File: src/rtl/vga_pattern_sequencer.sv
// Purpose : frame-synchronous test-pattern scheduler feeding registered RGB to a VGA timing driver.
// Latency : 1 clock from counter sample to vga_r/g/b; pattern switches take effect on the (0,0) pixel itself.
// Backpr. : none; follows the driver's pixel counters every clock, step requests made while one is pending are absorbed.
//
// Ports:
//   clk, rst          pixel clock, synchronous active-high reset
//   ctr_h, ctr_v      driver pixel counters (>= WIDTH / >= HEIGHT is blanking)
//   auto_en           level, auto-advance every FRAMES_PER_PATTERN frames (sampled at frame starts)
//   step_req          one-cycle pulse, advance at the next frame start
//   solid_rgb         {R,G,B} for the solid pattern
//   vga_r/g/b         registered colour
//   pattern_idx       pattern currently displayed
//   frame_start       one-cycle pulse after the edge that registers pixel (0,0) of a new frame
//
// Build option: define VGA_PATSEQ_BORDER_EN to add pattern 4 (one-pixel white border).

module vga_pattern_sequencer #(
    parameter int WIDTH              = 1024,
    parameter int HEIGHT             = 768,
    parameter int FRAMES_PER_PATTERN = 60,
    parameter int CHK_LOG2           = 5
) (
    input  logic        clk,
    input  logic        rst,
    input  logic [10:0] ctr_h,
    input  logic [9:0]  ctr_v,
    input  logic        auto_en,
    input  logic        step_req,
    input  logic [23:0] solid_rgb,
    output logic [7:0]  vga_r,
    output logic [7:0]  vga_g,
    output logic [7:0]  vga_b,
    output logic [2:0]  pattern_idx,
    output logic        frame_start
);

    localparam int LOG2W = $clog2(WIDTH);
    // A one-frame-per-pattern build still needs a (constant zero) counter bit.
    localparam int FCW   = (FRAMES_PER_PATTERN > 1) ? $clog2(FRAMES_PER_PATTERN) : 1;

`ifdef VGA_PATSEQ_BORDER_EN
    localparam logic [2:0] LAST_IDX = 3'd4;
`else
    localparam logic [2:0] LAST_IDX = 3'd3;
`endif

    localparam logic [2:0] PAT_BARS    = 3'd0;
    localparam logic [2:0] PAT_CHECKER = 3'd1;
    localparam logic [2:0] PAT_RAMP    = 3'd2;
    localparam logic [2:0] PAT_SOLID   = 3'd3;
`ifdef VGA_PATSEQ_BORDER_EN
    localparam logic [2:0] PAT_BORDER  = 3'd4;
`endif

    typedef enum logic {
        HOLD = 1'b0,
        PEND = 1'b1
    } state_t;

    state_t           state_q;
    state_t           state_d;
    logic [10:0]      prev_h;
    logic [9:0]       prev_v;
    logic [FCW-1:0]   frame_cnt;
    logic [FCW-1:0]   frame_cnt_d;
    logic [2:0]       idx_d;
    logic             advance;
    logic             boundary;
    logic             auto_expire;
    logic             active;
    logic [2:0]       bar;
    logic             chk_bit;
    logic [7:0]       grey;
    logic [23:0]      rgb_d;

    // ------------------------------------------------------------------
    // Frame boundary: (0,0) now, and the previous sample was not (0,0).
    // A counter parked on (0,0) therefore yields a single boundary.
    // ------------------------------------------------------------------
    assign boundary = (ctr_h == 11'd0) && (ctr_v == 10'd0) &&
                      !((prev_h == 11'd0) && (prev_v == 10'd0));

    assign auto_expire = auto_en && (frame_cnt == FCW'(FRAMES_PER_PATTERN - 1));

    // ------------------------------------------------------------------
    // Sequencer next-state. Only one advance can happen per boundary, so
    // a step and an auto expiry landing together move one pattern.
    // ------------------------------------------------------------------
    always_comb begin
        state_d     = state_q;
        advance     = 1'b0;
        idx_d       = pattern_idx;
        frame_cnt_d = frame_cnt;

        case (state_q)
            HOLD: begin
                if (boundary) begin
                    // A step arriving on the boundary cycle is served immediately.
                    advance = step_req || auto_expire;
                end else if (step_req) begin
                    state_d = PEND;
                end
            end
            PEND: begin
                // Further step pulses here are absorbed; nothing queues.
                if (boundary) begin
                    advance = 1'b1;
                    state_d = HOLD;
                end
            end
            default: state_d = HOLD;
        endcase

        if (advance) begin
            idx_d       = (pattern_idx >= LAST_IDX) ? 3'd0 : pattern_idx + 3'd1;
            frame_cnt_d = '0;
        end else if (boundary) begin
            frame_cnt_d = auto_en ? frame_cnt + 1'b1 : '0;
        end
    end

    // ------------------------------------------------------------------
    // Pixel generator. Uses idx_d so the first pixel of a new frame is
    // already drawn with the newly selected pattern.
    // ------------------------------------------------------------------
    assign active  = (ctr_h < 11'(WIDTH)) && (ctr_v < 10'(HEIGHT));
    // WIDTH is a power of two, so the top 3 / top 8 bits of the active
    // horizontal range give the bar number and the ramp level directly.
    assign bar     = ctr_h[LOG2W-1 -: 3];
    assign grey    = ctr_h[LOG2W-1 -: 8];
    assign chk_bit = ctr_h[CHK_LOG2] ^ ctr_v[CHK_LOG2];

    always_comb begin
        rgb_d = 24'h000000;
        if (active) begin
            case (idx_d)
                PAT_BARS: begin
                    // Bar bit 0 -> red, bit 1 -> green, bit 2 -> blue gives
                    // black, red, green, yellow, blue, magenta, cyan, white.
                    rgb_d = {{8{bar[0]}}, {8{bar[1]}}, {8{bar[2]}}};
                end
                PAT_CHECKER: begin
                    rgb_d = {24{chk_bit}};
                end
                PAT_RAMP: begin
                    rgb_d = {grey, grey, grey};
                end
                PAT_SOLID: begin
                    rgb_d = solid_rgb;
                end
`ifdef VGA_PATSEQ_BORDER_EN
                PAT_BORDER: begin
                    if ((ctr_h == 11'd0) || (ctr_h == 11'(WIDTH - 1)) ||
                        (ctr_v == 10'd0) || (ctr_v == 10'(HEIGHT - 1))) begin
                        rgb_d = 24'hFFFFFF;
                    end
                end
`endif
                default: rgb_d = 24'h000000;
            endcase
        end
    end

    // ------------------------------------------------------------------
    // Registers. prev_h/prev_v reset to all ones so a (0,0) sample on the
    // first cycle out of reset counts as a frame boundary.
    // ------------------------------------------------------------------
    always_ff @(posedge clk) begin
        if (rst) begin
            state_q     <= HOLD;
            prev_h      <= '1;
            prev_v      <= '1;
            frame_cnt   <= '0;
            pattern_idx <= 3'd0;
            frame_start <= 1'b0;
            vga_r       <= 8'd0;
            vga_g       <= 8'd0;
            vga_b       <= 8'd0;
        end else begin
            state_q     <= state_d;
            prev_h      <= ctr_h;
            prev_v      <= ctr_v;
            frame_cnt   <= frame_cnt_d;
            pattern_idx <= idx_d;
            frame_start <= boundary;
            vga_r       <= rgb_d[23:16];
            vga_g       <= rgb_d[15:8];
            vga_b       <= rgb_d[7:0];
        end
    end

endmodule

File: config.mk
export PLATFORM = sky130hd
export DESIGN_NAME = vga_pattern_sequencer
export DESIGN_NICKNAME = d
export VERILOG_FILES = /design/src/rtl/vga_pattern_sequencer.sv
export SDC_FILE = /design/constraint.sdc
export NUM_CORES = 1
export LEC_CHECK = 0
export BUFFER_PORTS_ARGS = -buffer_cell sky130_fd_sc_hd__buf_4
export CAP_MARGIN = 10
export CORE_MARGIN = 2
export CORE_UTILIZATION = 42
export DETAILED_ROUTE_END_ITERATION = 10
export PLACE_DENSITY_LB_ADDON = 0.05
export RECOVER_POWER = 25
export SETUP_SLACK_MARGIN = 0.1
export SKIP_LAST_GASP = 1
export SLEW_MARGIN = 20
export SYNTH_ARGS = -nofsm -noshare
export SYNTH_HDL_FRONTEND = slang
export SYNTH_SLANG_ARGS = --single-unit
File: constraint.sdc
create_clock -name clk -period 2.1 [get_ports clk]
set_input_delay 0.315 -clock clk [delete_from_list [all_inputs] [get_ports clk]]
set_output_delay 0.315 -clock clk [all_outputs]
set_load 0.01 [all_outputs]
Word-level counts from Yosys, hierarchy flattened
Cells that the tools add are included.
{ "totals": {"regBits": 56, "in_bits": 49, "out_inout_bits": 28, "elab_cells": 46} }
{ "classes": {"n_addsub": 2, "magnitude_cmp": 3, "eq_ne": 4, "mux": 11, "bitwise_logic": 3, "reduce_logical": 14} }
{ "op_table": {"columns": ["cell", "count"], "rows": [
  ["24-bit case mux with 4 select lines", 1],
  ["11-bit logical NOT", 2],
  ["10-bit logical NOT", 2],
  ["11-bit < comparator (second input constant)", 1],
  ["10-bit < comparator (second input constant)", 1],
  ["6-bit by 1-bit adder with 6-bit output (second input constant)", 1],
  ["3-bit by 2-bit equality test with 1-bit output (second input constant)", 2],
  ["6-bit equality test (second input constant)", 1],
  ["3-bit 2-to-1 mux", 2],
  ["6-bit 2-to-1 mux", 1],
  ["1-bit logical AND", 5],
  ["1-bit 2-to-1 mux", 5],
  ["1-bit case mux with 2 select lines", 2],
  ["2-bit OR reduction", 2],
  ["3-bit by 1-bit adder with 3-bit output (second input constant)", 1],
  ["3-bit by 1-bit equality test with 1-bit output (second input constant)", 1],
  ["3-bit by 2-bit greater-or-equal comparator with 1-bit output (second input constant)", 1],
  ["3-bit logical NOT", 1],
  ["1-bit NOT", 2],
  ["1-bit logical NOT", 1],
  ["1-bit logical OR", 1],
  ["1-bit bitwise XOR", 1]
]} }

Longest topological paths before layout
{ "depth": {"word_depth": 9, "ltp_mapped": 8, "depth_no_buf": 7} }

Least setup slack after synthesis
No wires, ideal clock.
{ "synth_path": {"path_type": "input-to-reg", "from": "input ctr_v[5]", "to": "register vga_g[7]", "setup_time_ps": 148, "arrival_ps": 1895, "t_required_ps": 1952, "slack_ps": 57, "cell_stages": 7, "path_buffers": 1, "cell_sequence": "or4_4 -> nor4_4 -> o211a_1 -> buf_4 -> a21oi_1 -> o21ai_0 -> a31oi_1"} }
{ "synth_via": {"elab_chain_len": 8, "word_cells_on_any_way": 17, "classes_between": "order compare: 1; eq/ne: 3; mux: 5; bitwise: 2; reduce/logical: 6"} }
{ "synth_rtl": {"columns": ["element", "line_no", "source"], "rows": [
  ["start: declaration", "26", "input logic [9:0] ctr_v,"],
  ["10-bit logical NOT", "80", "assign boundary = (ctr_h == 11'd0) && (ctr_v == 10'd0) &&"],
  ["1-bit logical AND (2 in series)", "80", null],
  ["1-bit 2-to-1 mux (on tied branches)", "106, 97", null],
  ["1-bit case mux with 2 select lines", "95", "case (state_q)"],
  ["3-bit 2-to-1 mux", "114", "if (advance) begin"],
  ["3-bit by 2-bit equality test with 1-bit output, or another cell as far along", "136", "case (idx_d)"],
  ["24-bit case mux with 4 select lines", "136", null],
  ["end signal: assignment", "187", "vga_g <= rgb_d[15:8];"],
  ["end: declaration", "31", "output logic [7:0] vga_g,"]
]} }
Parallel ways exist; a longest one is shown, timed or not.
A chain may end at the register's enable or synchronous reset.

Worst setup path after layout
{ "layout_path": {"from": "input ctr_v[5]", "to": "register vga_b[0]"} }
{ "layout_via": {"elab_chain_len": 8, "word_cells_on_any_way": 17, "classes_between": "order compare: 1; eq/ne: 3; mux: 5; bitwise: 2; reduce/logical: 6"} }
{ "layout_rtl": {"columns": ["element", "line_no", "source"], "rows": [
  ["10-bit logical NOT", "80", null],
  ["1-bit logical AND (2 in series)", "80", null],
  ["1-bit 2-to-1 mux (on tied branches)", "106, 97", null],
  ["1-bit case mux with 2 select lines", "95", null],
  ["3-bit 2-to-1 mux", "114", null],
  ["3-bit by 2-bit equality test with 1-bit output, or another cell as far along", "136", null],
  ["24-bit case mux with 4 select lines", "136", null],
  ["end signal: assignment", "188", "vga_b <= rgb_d[7:0];"],
  ["end: declaration", "32", "output logic [7:0] vga_b,"]
]} }
Parallel ways exist; a longest one is shown, timed or not.

==> summary.md <==
| Metric | Value |
|---|---|
| GR Overflow Total | `0` |
| # Max-Cap Violations | `0` |
| Synth Cell Area | `approximately 0.0021 sq mm` |
| Setup crit end kind | `register` |
| Via count | `2058` |
| Tot GR Track Use | `between 20% and 30%` |
| PD cells | `~580 mW/mm^2` |
| Async SR Flop Fraction | `0%` |
| First-pass GRT wire length | `between 9 and 10 mm` |
| CP max-delay cell | `or4_4` |
| Final hold vios | `0` |
| RSZ-0062 raised after global routing | `yes` |
| Worst vdd ir | `0.000336 V` |
| Register area share after synthesis | `between 50% and 60%` |
| CP peak stage delay | `between 0.5 and 0.6 ns` |
| Sw Pwr | `0.443 mW` |
| Die Ht | `about 75 um` |
| Relative slew slack | `34.8%` |
| Crit path time final | `between 2 and 2.5 ns` |
| I/O Pins | `77` |
| Bufs on Longest Clock Path | `2` |
| Slew @ Worst Pin | `roughly 0.98 ns` |
| Initial antenna violation count | `0` |
| Internal power | `~1.5 mW` |
| Root Driver | `clkbuf_8` |
| Final wirelength | `between 6 and 7 mm` |
| Critical Path Source Type | `primary input` |
| Slew Limit Fails | `0` |
| Clock insertion delay at the later pin of the skew report | `approximately 0.31 ns` |
| Worst-path maximum fanout | `24` |
| Cell breakdown of the critical path | `buf_4 -> or4_4 -> nor4_4 -> o211ai_4 -> buf_6 -> nor4b_4 -> buf_12 -> o21ai_1 -> a31oi_1` |
| Post-synth cell types | `36` |
| Multi-input gate area | `about 0.0010 sq mm` |
| Layout cells sized above 1 | `between 50% and 60%` |
| Post-CTS Hold Fix Bufs | `0` |
| Switching Share | `22.8%` |
| Number of synthesized register bits | `between 50 and 60` |
| Cell family with most CP delay | `simple AND/OR/NAND/NOR gates` |
| Post-detailed-route count of antenna-violating nets | `0` |
| Worst min path class | `in2reg` |
| Worst Hold Slack | `0.200 ns` |
| Outcome | `finished, final reports clean` |
| Placed wire-length estimate | `approximately 4.2 mm` |
| Final RePlAce weighted congestion | `roughly 0.74` |
| P_leak | `around 1.4 nW` |
| Synth Warn # | `0` |
| Seq pwr share | `roughly 58%` |
| CTS clk-pin slew, worst paths | `0.10 ns` |
| Power share of the clock group | `~31%` |
| Port-buffer cells | `76` |
| CTS tree | `done` |
| Layout area overhead | `57.8%` |
| Mapped Nets | `267` |
| Avg Inst Size Synth | `between 9 and 10 sq um` |
| Non-filler cells, final | `about 400` |
| Initial DRC Count | `172` |
| Vias per cell | `roughly 5.2` |
| Synth Flop Type | `dfxtp_1` |
| EDFF count, synth | `0` |
| Comb pwr share | `a little under an eighth` |
| Die extent in x | `roughly 75 um` |
| CTS sink cnt | `56` |
| Final setup violation count | `0` |
| Worst Path Arrival | `~2.3 ns` |
| Setup CP Type | `in2reg` |
| Vias in the first global route | `around 1900` |
| TritonRoute pass-1 iters | `4` |
| Period utilisation layout | `98.9%` |
| Max H-tree Level | `2` |
| Post-synthesis cell count | `216` |
| TritonCTS buffer count | `5` |
| Reg area | `0.00112 sq mm` |
| Critical Path RT | `~2.3 ns` |
| Routed wire per std cell | `~16 um` |
| Cells after DPL | `376` |
| Final Power | `1.94 mW` |
| Num rows | `25` |
| Buffers & Inverters on Critical Path | `3` |
| Antenna diode count | `0` |
| Die ar. | `0.00565 sq mm` |
| Clk_skew | `~0.010 ns` |
| Filler cell count | `around 400` |
| Final core utilization | `between 60% and 70%` |
| Largest net degree at the start of global routing | `29` |
| Achievable Freq | `roughly 0.48 GHz` |
| Remaining DRCs | `0` |
| Nets@finish | `approximately 380` |
| Core area | `0.00482 sq mm` |
| Initial core utilization | `44.1%` |
## layout make-up
class,count,area share (%)
Tap cell,67,2.50
Multi-Input combinational cell,149,31.3
Clock inverter,1,0.224
Timing Repair Buffer,113,29.7
Inverter,2,0.224
Sequential cell,56,33.5
Clock buffer,7,2.57
## final timing paths
kind / depth (start not counted) / slack [ns] / from / to
worst min register to register: 2 / 0.47 / frame_cnt[1] / frame_cnt[1]
worst max register to register: 9 / 0.07 / prev_h[9] / vga_b[0]
worst min-delay path: 2 / 0.20 / ctr_v[6] / prev_v[6]
worst max-delay path: 9 / 0.02 / ctr_v[5] / vga_b[0]
## sequential cells by signal, indices dropped and copies added (netlist names)
| name | flops |
|---|---|
| state_q | 1 |
| vga_r | 8 |
| vga_b | 8 |
| prev_h | 11 |
| prev_v | 10 |
| vga_g | 8 |
| frame_start | 1 |
| frame_cnt | 6 |
| pattern_idx | 3 |
## power groups by stage
| stage | registers [mW] | clock network, mW | logic [mW] |
|---|---|---|---|
| after floorplan | 1.14 | 0 | 0.0567 |
| after global placement | 1.14 | 0 | 0.199 |
| after detailed placement | 1.14 | 0 | 0.200 |
| after CTS | 1.11 | 0.620 | 0.216 |
| after global routing | 1.12 | 0.662 | 0.237 |
| final | 1.12 | 0.603 | 0.220 |
## kinds of logic after synthesis
| kind of cell | count (synthesis) | synth area share [%] |
|---|---|---|
| fa+ha+maj | 2 | 1.18 |
| flops | 56 | 52.7 |
| compound gates | 71 | 20.1 |
| xor+xnor | 6 | 2.47 |
| simple gates | 69 | 19.5 |
| buf+inv | 11 | 3.47 |
| mux | 1 | 0.471 |
## Yosys cell counts, types with 2 or more instances
cell type,number,area [sq um]
nor3_1,5,25.0
xor2_1,5,43.8
clkbuf_1,2,7.51
dfxtp_1,56,1120
ha_1,2,25.0
or2_2,21,131
nor2_1,14,52.6
buf_6,2,22.5
o21ai_0,12,60.1
and4_2,2,20.0
a21oi_1,4,20.0
inv_1,2,7.51
clkbuf_2,2,10.0
nor4_1,7,43.8
nand3_1,2,10.0
a31oi_1,28,175
nand2_1,9,33.8
nand4_1,3,18.8
o21ai_1,21,105
## worst register-to-register path, cell delays in order (launching register included)
cell	delay (ns)
dfxtp_2	0.33
nor4_4	0.26
nand4_1	0.18
o211a_1	0.29
buf_6	0.13
a211oi_4	0.24
buf_6	0.16
buf_12	0.11
o21ai_1	0.09
a31oi_1	0.19
## layout by cell type (no fill, tap or decap), types with 2 or more instances in the layout
| cell | n |
|---|---|
| nor3_2 | 2 |
| clkbuf_1 | 2 |
| nand2_1 | 9 |
| buf_16 | 2 |
| a31oi_1 | 26 |
| buf_6 | 7 |
| clkbuf_16 | 2 |
| nor4_1 | 5 |
| o21ai_1 | 18 |
| a21oi_1 | 3 |
| dfxtp_1 | 54 |
| nor4_4 | 3 |
| nand4_1 | 3 |
| buf_4 | 97 |
| xor2_1 | 5 |
| nor3_1 | 4 |
| or2_2 | 21 |
| a31oi_2 | 2 |
| clkbuf_8 | 6 |
| o21ai_2 | 14 |
| nand3_1 | 2 |
| nor2_1 | 14 |
| dfxtp_2 | 2 |
| inv_1 | 2 |
| and4_2 | 2 |
| ha_1 | 2 |
| buf_12 | 4 |
## layer usage
metal  up-vias  wire (um)  GRT usage [%]  share of wire (%)
li1       1015          -              -                  -
met1       964       2910           31.6                 47
met2        71       2820           33.7                 45
met3         8        389           4.02                6.3
met4         0         91           8.19                1.5
met5         -          0              0                  0
## timing repair
item                                    4_1_cts  5_1_grt
setup buffers                                 7        1
cloned                                        2        2
gates resized for setup                      19       20
endpoints found under the setup margin       24       24
pin swaps                                    16       28
## through the flow
step	setup slack, ns	instance area, sq um	TNS, ns
final	0.0222	3350	0
after global routing	-0.0459	3350	-0.123
after CTS	0.0751	3210	0
after detailed placement	-0.131	2950	-2.61
after global placement	-0.120	2950	-2.33
after floorplan	0.0608	2130	0
Note: power is estimated with default switching activity, not from simulation.
